[src/rtl/ascon_pkg.sv]
// Shared types and constants for the bit-sliced Ascon feeder.
package ascon_pkg;

    localparam int unsigned LANE_W  = 64;
    localparam int unsigned CONST_W = 8;
    localparam int unsigned CNT_W   = $clog2(LANE_W);
    localparam int unsigned CIDX_W  = $clog2(CONST_W);

    typedef enum logic [1:0] {IDLE, LOAD, ROUND, DONE} ser_state_t;

    typedef logic [LANE_W-1:0] lane_t;

    // Upper nibble counts down while the lower nibble counts up with the round number.
    function automatic logic [CONST_W-1:0] round_const(input logic [3:0] r);
        logic [3:0] hi;
        hi = 4'd15 - r;
        return {hi, r};
    endfunction

endpackage

[src/rtl/ascon_lane_shift_reg.sv]
// One state word: parallel load, shift left by one per cycle, serial MSB out.
module ascon_lane_shift_reg
    import ascon_pkg::*;
(
    input  logic  clk,
    input  logic  rst,
    input  logic  load,
    input  logic  shift,
    input  lane_t din,
    output logic  msb
);

    lane_t lane_q;

    always_ff @(posedge clk or negedge rst) begin
        if (!rst) begin
            lane_q <= '0;
        end else if (load) begin
            lane_q <= din;
        end else if (shift) begin
            lane_q <= {lane_q[LANE_W-2:0], 1'b0};
        end
    end

    assign msb = lane_q[LANE_W-1];

endmodule

[src/rtl/ascon_state_serializer.sv]
// Streams the 320-bit Ascon initial state one bit-slice per cycle and paces the
// round windows (round-constant bit, start strobe, done) for a bit-sliced permutation core.
module ascon_state_serializer
    import ascon_pkg::*;
#(
    parameter int unsigned ROUNDS = 12
) (
    input  logic         clk,
    input  logic         rst,
    input  logic         load_valid,
    output logic         load_ready,
    input  logic [63:0]  iv,
    input  logic [127:0] key,
    input  logic [127:0] nonce,
    output logic [4:0]   input_data,
    output logic         constant,
    output logic         start_permutation,
    output logic [3:0]   round_idx,
    output logic         busy,
    output logic         done
);

    ser_state_t         state;
    logic [CNT_W-1:0]   bit_cnt;

    logic               accept;
    logic               shift_en;
    lane_t              lane_in [5];
    logic [4:0]         lane_msb;

    logic               last_bit;
    logic               last_win;
    logic [CNT_W-1:0]   cnt_nxt;
    logic [3:0]         idx_nxt;
    logic [CONST_W-1:0] rc_nxt;
    logic               const_nxt;

    assign accept   = load_valid && (state == IDLE);
    assign shift_en = (state == LOAD);

    assign lane_in[0] = iv;
    assign lane_in[1] = key[127:64];
    assign lane_in[2] = key[63:0];
    assign lane_in[3] = nonce[127:64];
    assign lane_in[4] = nonce[63:0];

    for (genvar i = 0; i < 5; i++) begin : g_lane
        ascon_lane_shift_reg u_lane (
            .clk   (clk),
            .rst   (rst),
            .load  (accept),
            .shift (shift_en),
            .din   (lane_in[i]),
            .msb   (lane_msb[4-i])
        );
    end

    // Lanes drain to zero during window 0, so later windows present zero slices.
    assign input_data = lane_msb;

    // Look one cycle ahead so the constant register lines up with the slice it belongs to.
    always_comb begin
        last_bit  = (bit_cnt == '0);
        last_win  = (round_idx == 4'(ROUNDS - 1));
        cnt_nxt   = last_bit ? CNT_W'(LANE_W - 1) : bit_cnt - CNT_W'(1);
        idx_nxt   = last_bit ? round_idx + 4'd1 : round_idx;
        rc_nxt    = round_const(4'(12 - ROUNDS) + idx_nxt);
        const_nxt = (cnt_nxt < CNT_W'(CONST_W)) ? rc_nxt[cnt_nxt[CIDX_W-1:0]] : 1'b0;
    end

    always_ff @(posedge clk or negedge rst) begin
        if (!rst) begin
            state             <= IDLE;
            bit_cnt           <= '0;
            round_idx         <= '0;
            constant          <= 1'b0;
            start_permutation <= 1'b0;
            busy              <= 1'b0;
            done              <= 1'b0;
            load_ready        <= 1'b1;
        end else begin
            done <= 1'b0;
            unique case (state)
                IDLE: begin
                    if (accept) begin
                        state             <= LOAD;
                        bit_cnt           <= CNT_W'(LANE_W - 1);
                        round_idx         <= '0;
                        constant          <= 1'b0;
                        start_permutation <= 1'b1;
                        busy              <= 1'b1;
                        load_ready        <= 1'b0;
                    end
                end
                LOAD, ROUND: begin
                    if (last_bit && last_win) begin
                        state             <= DONE;
                        constant          <= 1'b0;
                        start_permutation <= 1'b0;
                        busy              <= 1'b0;
                        done              <= 1'b1;
                    end else begin
                        bit_cnt   <= cnt_nxt;
                        round_idx <= idx_nxt;
                        constant  <= const_nxt;
                        if (last_bit) begin
                            state <= ROUND;
                        end
                    end
                end
                DONE: begin
                    state      <= IDLE;
                    round_idx  <= '0;
                    load_ready <= 1'b1;
                end
                default: begin
                    state <= IDLE;
                end
            endcase
        end
    end

endmodule

[config.mk]
export PLATFORM = sky130hd
export DESIGN_NAME = ascon_state_serializer
export DESIGN_NICKNAME = d
export VERILOG_FILES = /design/src/rtl/ascon_pkg.sv /design/src/rtl/ascon_lane_shift_reg.sv /design/src/rtl/ascon_state_serializer.sv
export SDC_FILE = /design/constraint.sdc
export NUM_CORES = 1
export LEC_CHECK = 0
export BUFFER_PORTS_ARGS = -buffer_cell sky130_fd_sc_hd__clkbuf_2
export CAP_MARGIN = 25
export CORE_UTILIZATION = 55
export DETAILED_ROUTE_END_ITERATION = 8
export PLACE_DENSITY = 0.89
export RECOVER_POWER = 100
export SYNTH_ARGS = -nofsm -noshare
export SYNTH_HDL_FRONTEND = slang
export SYNTH_SLANG_ARGS = --single-unit
[constraint.sdc]
create_clock -name clk -period 2.6 [get_ports clk]
set_clock_uncertainty 0.05 [all_clocks]
set_input_delay 0.26 -clock clk [delete_from_list [all_inputs] [get_ports clk]]
set_output_delay 0.26 -clock clk [all_outputs]
set_load 0.02 [all_outputs]
# Yosys cells after proc, flatten, opt, wreduce, memory -nomap -nowiden
# Index checks and enable logic that the tools add are counted.
[op_classes]
n_lt_le_gt_ge = 2
eq_ne = 8
add_sub_neg = 3
muxes = 34
reduce_logical = 14
[ops]
columns = ["operator", "count"]
rows = [
  ["two-way mux 64 bit", 10],
  ["two-way mux 6 bit", 3],
  ["two-way mux 4 bit", 3],
  ["one-hot mux 4 bit (3 select lines)", 1],
  ["one-hot mux 6 bit (2 select lines)", 1],
  ["two-way mux 1 bit", 8],
  ["AND reduction 2 bit", 4],
  ["logical NOT 6 bit", 1],
  ["< comparator 6 x 4 -> 1 bit (second input constant)", 1],
  ["two-way mux 2 bit", 3],
  ["inequality test 2 bit (second input constant)", 3],
  ["one-hot mux 1 bit (2 select lines)", 3],
  ["one-hot mux 2 bit (3 select lines)", 1],
  ["AND reduction 3 bit", 2],
  ["nonzero test 2 bit", 3],
  ["subtractor 6 x 1 -> 6 bit (second input constant)", 1],
  ["adder 4 x 1 -> 4 bit (second input constant)", 1],
  ["== test 2 bit (second input constant)", 2],
  ["== test 4 bit (second input constant)", 1],
  ["< comparator 3 x 4 -> 1 bit (second input constant)", 1],
  ["subtractor 4 bit (first input constant)", 1],
  ["binary-select mux 1 bit (select 3 bit)", 1],
  ["inequality test 3 bit (second input constant)", 1],
  ["== test 2 x 1 -> 1 bit (second input constant)", 1],
  ["other kinds (3)", 4],
]
[word_totals]
output_inout_bits = 14
elab_cells = 73
register_bits = 336
inputBits = 323

# Logic depth before layout (Yosys ltp)
# Gate-level depths: netlist of run 1.
[depth]
ltp_word = 8
depth_mapped = 9
ltp_nobuf = 7

# Hierarchy
# Synthesis of run 1 repeated with hierarchy kept, for this count alone.
[unflattened]
hier_cells = 1526
hier_area_um2 = 16214.3
[modules_own_cells]
columns = ["module", "seq_area_each_um2", "cells_per_inst", "instances", "area_per_inst_um2"]
rows = [
  ["ascon_lane_shift_reg", 1601.5, 277, 5, 2996.6],
  ["ascon_state_serializer", 401.6, 141, 1, 1231.2],
]

# Worst setup path after synthesis of run 1
# No wires, ideal clock.
[synth_timing]
kind = "reg2reg"
from = "register bit_cnt[0]"
to = "register round_idx[0]"
t_arrival_ps = 2123
path_buffers = 2
t_required_ps = 2429
stages_incl_launch_ff = 9
period_less_slack_ps = 2294
setup_time_ps = 121
setup_slack_ps = 306
cell_sequence = "dfrtp_1 clkbuf_1 inv_1 ha_1 or4b_1 buf_2 or3b_4 mux2_2 a22o_1"
[synth_between]
elab_chain_cells = 4
word_cells_on_any_way = 7
cone_classes = "1 x eq/ne; 3 x mux; 3 x reduce/logical"
[synth_rtl]
columns = ["element", "line_no", "rtl"]
rows = [
  ["start: declaration", "ascon_state_serializer.sv:24", "logic [CNT_W-1:0] bit_cnt;"],
  ["start signal: assignment", "ascon_state_serializer.sv:87", "bit_cnt <= CNT_W'(LANE_W - 1);"],
  ["start signal: assignment", "ascon_state_serializer.sv:103", "bit_cnt <= cnt_nxt;"],
  ["logical NOT 6 bit *", "ascon_state_serializer.sv:63", "last_bit = (bit_cnt == '0);"],
  ["two-way mux 4 bit or logical AND 1 bit (tied branches)", "ascon_state_serializer.sv:66, ascon_state_serializer.sv:96", ""],
  ["two-way mux 4 bit or inequality test 2 bit (tied branches)", "-", ""],
  ["one-hot mux 4 bit (3 select lines) or AND reduction 2 bit (tied branches)", "-", ""],
  ["end signal: assignment", "ascon_state_serializer.sv:104", "round_idx <= idx_nxt;"],
  ["end: declaration", "ascon_state_serializer.sv:18", "output logic [3:0] round_idx,"],
]
# Mark *: on every way between the ends. The rest lies on a longest branch, timed or not. The select of a mux whose other input is x is not followed.
# A chain may end at the register's enable or synchronous reset.

# Worst setup path after layout of run 1
# Ends and elaborated chain as after synthesis.

==> impl_metrics.env, run 1 <==
export IMPL_setup_slack_ns=0.1161
export IMPL_grt_pass1_vias=16150
export IMPL_finalSetupTns_ns=0
export IMPL_busiest_layer="met2"
export IMPL_slew_headroom_pct=0.5376
export IMPL_grt_max_degree=159
export IMPL_fin_crit_sh_pct=95.54
export IMPL_post_cts_buffers=0
export IMPL_cts_hold_buf=319
export IMPL_critPathRequiredTime_ns=2.94
export IMPL_synth_top_area_cell="dfrtp_1"
export IMPL_slowest_stage="or4b_1"
export IMPL_fin_crit_ns=2.484
export IMPL_seq_power_share_pct=39.6
export IMPL_arrival_ns=2.82
export IMPL_overflow=0
export IMPL_r2r_setup_slack_ns=0.12
export IMPL_drc_errors=0
export IMPL_r2r_cells=6
export IMPL_fillers=1490
export IMPL_cp_end_kind="flop"
export IMPL_synth_ff_type="dfrtp_1"
export IMPL_path_cells="inv_1 -> ha_1 -> or4b_1 -> or3b_1 -> mux2_2 -> a22o_1"
export IMPL_core_area_mm2=0.02778
export IMPL_drive_gt1_share_pct=19.30
export IMPL_met3_usage_pct=14.12
export IMPL_drt_iter0_drc=1517
export IMPL_cp_startpoint="bit_cnt[0]$_DFFE_PN0P_"
export IMPL_layout_cells_non_filler=2539
export IMPL_fp_dieH_um=170.0
export IMPL_hold_worst_slack_ns=0.01921
export IMPL_p_per_area_mw_per_mm2=1100
export IMPL_grt_first_pass_wirelength_um=87330
export IMPL_nNetsFinal=2455
export IMPL_clockRootBuffer="clkbuf_16"
export IMPL_cts_tree="done"
export IMPL_hpwl_um=24670
export IMPL_tightest_slew_ns=1.492
export IMPL_clk_pin_slew_ns=0.07
export IMPL_grtUsageTotal_pct=40.16
export IMPL_place_ws_ns=0.1596
export IMPL_rsz0062_at_grt="no"
export IMPL_syn_inst=1515
export IMPL_timing_max_cap_violations=0
export IMPL_synth_seq_cells=336
export IMPL_peakVddDrop_mv=0.7583
export IMPL_antenna_found_initial=14
export IMPL_timing_rr_start="bit_cnt[0]$_DFFE_PN0P_"
export IMPL_ctsLongestPathBuffers=3
export IMPL_cts_inserted_buffers=37
export IMPL_synthArstFlopShare_pct=100.0
export IMPL_gr_usage_met1_pct=39.88
export IMPL_cp_max_fo=8
export IMPL_ant_nets=0
export IMPL_yosysSeqAreaShare_pct=54.18
export IMPL_drt_total_wl_um=56330
export IMPL_comb_power_share_pct=39.1
export IMPL_ys_warn_count=0
export IMPL_final_max_slew_violation_count=0
export IMPL_cp_endpoint="round_idx[0]$_DFFE_PN0P_"
export IMPL_leakage_uw=0.01068
export IMPL_synthToLayoutAreaGrowth_pct=41.46
export IMPL_grt_util_met2_pct=66.84
export IMPL_clk_latency_ns=0.51
export IMPL_syn_area_per_cell_um2=10.25
export IMPL_dr_pass1_iters=5
export IMPL_timing_fmax_ghz=0.4026
export IMPL_ios=337
export IMPL_dpl_cell_count=2144
export IMPL_synth_edff_count=0
export IMPL_power_share_clock_pct=21.3
export IMPL_status="finished, final reports clean"
export IMPL_setup_viol=0
export IMPL_cts_resized=0
export IMPL_synth_most_common_cell="dfrtp_1"
export IMPL_io_buffers=336
export IMPL_switching_share_pct=38.95
export IMPL_synthesis_area_mm2=0.01552
export IMPL_row_count=61
export IMPL_critPathLaunchType="flop"
export IMPL_vias=15070
export IMPL_synth_nets=1845
export IMPL_gp_congestion=0.8384
export IMPL_die_w_um=170.0
export IMPL_cts_sinks=336
export IMPL_r2r_end="round_idx[0]$_DFFE_PN0P_"
export IMPL_die_area_mm2=0.02890
export IMPL_start_util_pct=55.87
export IMPL_yosys_top_cells_area="dfrtp_1 54%, mux2i_1 21%, o21ai_0 11%"
export IMPL_via_per_inst=5.936
export IMPL_wire_per_inst_um=22.18
export IMPL_holdPathStages=3
export IMPL_yosys_area_top_type_share_pct=54.01
export IMPL_netlist_cell_type_count=43
export IMPL_finalHoldViolations=0
export IMPL_p_switching_uw=9407
export IMPL_synthTopCellsByCount="335 x dfrtp_1, 329 x o21ai_0, 323 x nand2_1"
export IMPL_cts_htree_levels=2
export IMPL_hold_class="primary input to flop"
export IMPL_intPower_uw=14740
export IMPL_critPathKind="flop to flop"
export IMPL_slowest_delay_ns=0.58
-- sequential cells by signal, summed over array words and instances, names as in the netlist --
signal                cells
state                     2
done                      1
load_ready                1
round_idx                 4
constant                  1
busy                      1
g_lane.u_lane.lane_q    320
bit_cnt                   6
-- logic make-up (layout without fill, tap and decap cells) --
logic type,count (synthesis),after routing,synth area share [%]
and+or+nand+nor,365,365,9.334
AOI/OAI and AO/OA,357,357,11.88
DFF,336,336,54.18
muxes,320,320,20.65
buffers and inverters,127,762,3.224
adders and majority gates,7,7,0.5642
xor gates and xnor gates,3,3,0.1693
other,0,11,0
-- worst max-delay path, delay by kind of cell (launching register included) --
kind | cells | cell delay (ns)
buf+inv | 1 | 0.12
mux | 1 | 0.30
simple gates | 2 | 1.07
fa+ha+maj | 1 | 0.16
flops | 1 | 0.47
compound gates | 1 | 0.19
-- worst min path at each step --
stage,startpoint,end,slack (ns)
2_1_floorplan,rst,bit_cnt[0]$_DFFE_PN0P_,-0.09
3_3_place_gp,rst,g_lane[1].u_lane.lane_q[62]$_DFFE_PN0P_,0.17
3_5_place_dp,rst,g_lane[3].u_lane.lane_q[52]$_DFFE_PN0P_,0.18
4_1_cts,key[97],g_lane[1].u_lane.lane_q[33]$_DFFE_PN0P_,0.003
5_1_grt,key[81],g_lane[1].u_lane.lane_q[17]$_DFFE_PN0P_,0.01
6_report,key[81],g_lane[1].u_lane.lane_q[17]$_DFFE_PN0P_,0.02
-- cells in the final DEF, fill, tap and decap left out, types with 10 or more instances in the layout --
cell type | Yosys | routed
dfrtp_1 | 335 | 335
o21ai_0 | 329 | 330
clkbuf_2 | 0 | 326
nand2_1 | 323 | 323
dlygate4sd3_1 | 0 | 319
mux2i_1 | 318 | 318
clkbuf_16 | 0 | 37
clkbuf_1 | 112 | 28
nor2_1 | 15 | 15
buf_4 | 6 | 12
diode_2 | 0 | 11
buf_12 | 0 | 10
-- power by group through the flow --
| stage | sequential (µW) | clock, µW | combinational, µW |
|---|---|---|---|
| floorplan | 8740 | 0 | 6290 |
| global placement | 9080 | 0 | 7630 |
| detailed placement | 9250 | 0 | 8060 |
| CTS | 9190 | 5080 | 8550 |
| global route | 9750 | 5380 | 10300 |
| finish | 9570 | 5140 | 9440 |
-- layer usage --
metal / wire length [µm] / part of all wire, %
met1: 18250 / 32
met2: 27760 / 49
met3: 4962 / 8.8
met4: 5298 / 9.4
met5: 54 / 0.096
-- cell type report --
type | instances | area (µm²) | area share (%)
diodes | 11 | 27.53 | 0.1254
well taps | 378 | 473.0 | 2.154
clock inverters | 9 | 73.82 | 0.3362
inverters | 7 | 26.28 | 0.1197
flip-flops and latches | 336 | 8409 | 38.30
repair buffers | 691 | 5239 | 23.86
multi-input cells | 1052 | 6625 | 30.17
clock buffers | 55 | 1084 | 4.935
-- stage by stage --
stage	power (µW)	area (µm²)	utilization, %
after CTS	22820	22030	79.29
after global routing	25400	21950	79.00
after global placement	16700	17680	63.63
final	24150	21960	79.04
after floorplan	15030	15520	-
after detailed placement	17310	17680	63.63
No activity file was read; power rests on OpenSTA's default activity.
==> run 2: changes to the inputs <==
--- a/config.mk
+++ b/config.mk
@@ -9,8 +9,9 @@
 export CAP_MARGIN = 25
 export CORE_UTILIZATION = 55
 export DETAILED_ROUTE_END_ITERATION = 8
-export PLACE_DENSITY = 0.89
+export PLACE_DENSITY = 0.88
 export RECOVER_POWER = 100
 export SYNTH_ARGS = -nofsm -noshare
 export SYNTH_HDL_FRONTEND = slang
+export SYNTH_HIERARCHICAL = 1
 export SYNTH_SLANG_ARGS = --single-unit
==> run 2 against run 1 <==
  * Routed wire length decreased by 0.15%
  * Clock power increased by 3%
  * Sequential share of layout area decreased by 0.40 points
  * Sequential cell count unchanged
  * Sequential power about the same
  * The run now ends with max-capacitance violations, max-slew violations, negative setup slack left
  * Worst setup slack got worse by 0.15 ns
  * Register-to-register slack got worse by 0.15 ns
==> impl_metrics.env, run 2 <==
export IMPL_cp_top_family="buffers and inverters"
export IMPL_ys_warn_count=6
export IMPL_drt_iter0_drc=1693
export IMPL_synth_nets=1856
export IMPL_io_buffers=336
export IMPL_grt_pass1_vias=16370
export IMPL_ios=337
export IMPL_fin_crit_sh_pct=101.4
export IMPL_die_area_mm2=0.03017
export IMPL_finalHoldViolations=0
export IMPL_ctsLongestPathBuffers=3
export IMPL_timing_fmax_ghz=0.3793
export IMPL_synthToLayoutAreaGrowth_pct=36.84
export IMPL_clk_latency_ns=0.52
export IMPL_synth_ff_type="dfrtp_1"
export IMPL_cts_resized=0
export IMPL_top_register="g_lane.u_lane/lane_q"
export IMPL_wire_per_inst_um=21.97
export IMPL_synth_seq_cells=336
export IMPL_core_area_mm2=0.02886
export IMPL_row_count=62
export IMPL_synth_most_common_cell="dfrtp_1"
export IMPL_grt_max_degree=84
export IMPL_hpwl_um=25100
export IMPL_arrival_ns=2.94
export IMPL_hold_class="primary input to flop"
export IMPL_syn_inst=1526
export IMPL_cp_max_fo=83
export IMPL_syn_area_per_cell_um2=10.63
export IMPL_fin_crit_ns=2.636
export IMPL_path_cells="inv_1 -> ha_4 -> buf_6 -> mux2i_1 -> o21ai_0"
export IMPL_yosysSeqAreaShare_pct=51.86
export IMPL_yosys_area_top_type_share_pct=51.70
export IMPL_post_cts_buffers=0
export IMPL_tightest_slew_ns=1.868
export IMPL_slowest_delay_ns=0.75
export IMPL_fp_dieH_um=173.7
export IMPL_netlist_cell_type_count=51
export IMPL_antenna_found_initial=8
export IMPL_critPathLaunchType="flop"
export IMPL_via_per_inst=5.988
export IMPL_slew_headroom_pct=-24.53
export IMPL_p_per_area_mw_per_mm2=1109
export IMPL_timing_max_cap_violations=1
export IMPL_final_util_pct=76.89
export IMPL_drc_errors=0
export IMPL_ant_nets=0
export IMPL_worst_path_buf_inv=2
export IMPL_yosys_top_cells_area="dfrtp_1 52%, mux2i_1 20%, o21ai_1 9.1%"
export IMPL_largest_reg_flops=320
export IMPL_cts_tree="done"
export IMPL_synthesis_area_mm2=0.01621
export IMPL_start_util_pct=56.19
export IMPL_drt_total_wl_um=56240
export IMPL_violations="max-capacitance violations, max-slew violations, negative setup slack"
export IMPL_grtUsageTotal_pct=37.55
export IMPL_cts_htree_levels=2
export IMPL_synth_edff_count=0
export IMPL_vias=15330
export IMPL_synth_top_area_cell="dfrtp_1"
export IMPL_slowest_stage="buf_6"
export IMPL_final_cell_mix="335 x dfrtp_1, 326 x clkbuf_2, 324 x nand2_1, 320 x dlygate4sd3_1, 318 x mux2i_1"
export IMPL_totalPowerFinal_uw=24610
export IMPL_leakage_uw=0.01081
export IMPL_nNetsFinal=2472
export IMPL_grt_first_pass_wirelength_um=88360
export IMPL_status="finished, violations left"
export IMPL_synthArstFlopShare_pct=100.0
export IMPL_cts_sinks=336
export IMPL_die_w_um=173.7
export IMPL_critPathRequiredTime_ns=2.91
export IMPL_dr_pass1_iters=5
export IMPL_setup_viol=1
export IMPL_clk_pin_slew_ns=0.07
export IMPL_drive_gt1_share_pct=19.64
export IMPL_clockRootBuffer="clkbuf_16"
export IMPL_cts_inserted_buffers=37
export IMPL_peakVddDrop_mv=0.6956
export IMPL_gp_congestion=0.8882
export IMPL_synthTopCellsByCount="335 x dfrtp_1, 324 x nand2_1, 318 x mux2i_1"
export IMPL_top_regs="g_lane.u_lane/lane_q (320), bit_cnt (6), round_idx (4)"
export IMPL_critPathKind="flop to flop"
export IMPL_overflow=0
export IMPL_setup_slack_ns=-0.03640
export IMPL_final_common_cell="dfrtp_1"
export IMPL_final_max_slew_violation_count=67
export IMPL_cp_end_kind="flop"
## run 2: cell count changes after synthesis, moves of 5 or more
cell,delta
o21ai_0,-301
buf_8,+5
buf_12,+30
buf_2,+28
clkbuf_1,-67
o21ai_1,+295
## run 2: logic make-up after synthesis
kind of cell    after synthesis  share of synthesized area [%]
flops                       336                          51.86
compound gates              360                          11.71
simple gates                377                          9.407
fa+ha+maj                     7                         0.5401
xor+xnor                      1                        0.05403
buf+inv                     125                          6.659
mux                         320                          19.77
## run 2: area by class of cell
class	count	area, µm²
multi-input combinational	1065	6730
timing repair buffer	693	5305
clock buffer	56	1130
clock inverter	10	81.33
antenna	7	17.52
sequential	336	8409
fill	1599	6670
inverter	9	33.78
tap	384	480.5
## run 2: tightest hold or removal path, stage by stage
cell,delay [ns]
clkbuf_2,0.10
nand2_1,0.06
o21ai_0,0.16
## run 2: final timing paths
| path | from | end | slack, ns | cells past startpoint |
|---|---|---|---|---|
| min reg2reg | constant$_DFFE_PN0P_ | constant$_DFFE_PN0P_ | 0.45 | 2 |
| max in group asynchronous | rst | g_lane[2].u_lane/lane_q[4]$_DFFE_PN0P_ | 0.39 | 3 |
| min | iv[40] | g_lane[0].u_lane/lane_q[40]$_DFFE_PN0P_ | 0.07 | 3 |
| max | state[1]$_DFFE_PN0P_ | g_lane[4].u_lane/lane_q[26]$_DFFE_PN0P_ | -0.04 | 5 |
| min in group asynchronous | rst | constant$_DFFE_PN0P_ | 0.74 | 2 |
| max reg2reg | state[1]$_DFFE_PN0P_ | g_lane[4].u_lane/lane_q[26]$_DFFE_PN0P_ | -0.04 | 5 |
## run 2: what timing repair did
| item | in CTS | in global routing |
|---|---|---|
| endpoints found under the hold margin | 377 | 0 |
| endpoints found under the setup margin | 0 | 0 |
| hold buffers | 320 | 0 |
## run 2: power breakdown
group / total (µW) / internal (µW) / switching [µW]
logic: 9740 / 4140 / 5600
clock network: 5290 / 3100 / 2190
registers: 9580 / 7770 / 1810
total: 24600 / 15000 / 9600
## run 2: stage by stage
stage          instances  setup WS (ns)  hold slack [ns]  TNS [ns]  area [µm²]
2_1_floorplan       1526         0.4424         -0.08559         0       16210
3_3_place_gp        2167         0.3823           0.2142         0       17880
3_5_place_dp        2167         0.3172           0.2219         0       17880
4_1_cts             2553         0.3025         0.009255         0       22300
5_1_grt             2560       -0.04194          0.05211  -0.04194       22190
6_report            2560       -0.03640          0.07416  -0.03640       22190
## run 2: metal layers
metal	vias to the layer above	global-route usage (%)	share of wire, %
li1	6513	-	-
met1	7279	40.76	34
met2	1111	63.07	48
met3	424	9.408	8.7
met4	2	29.35	8.9
met5	-	0	0.023
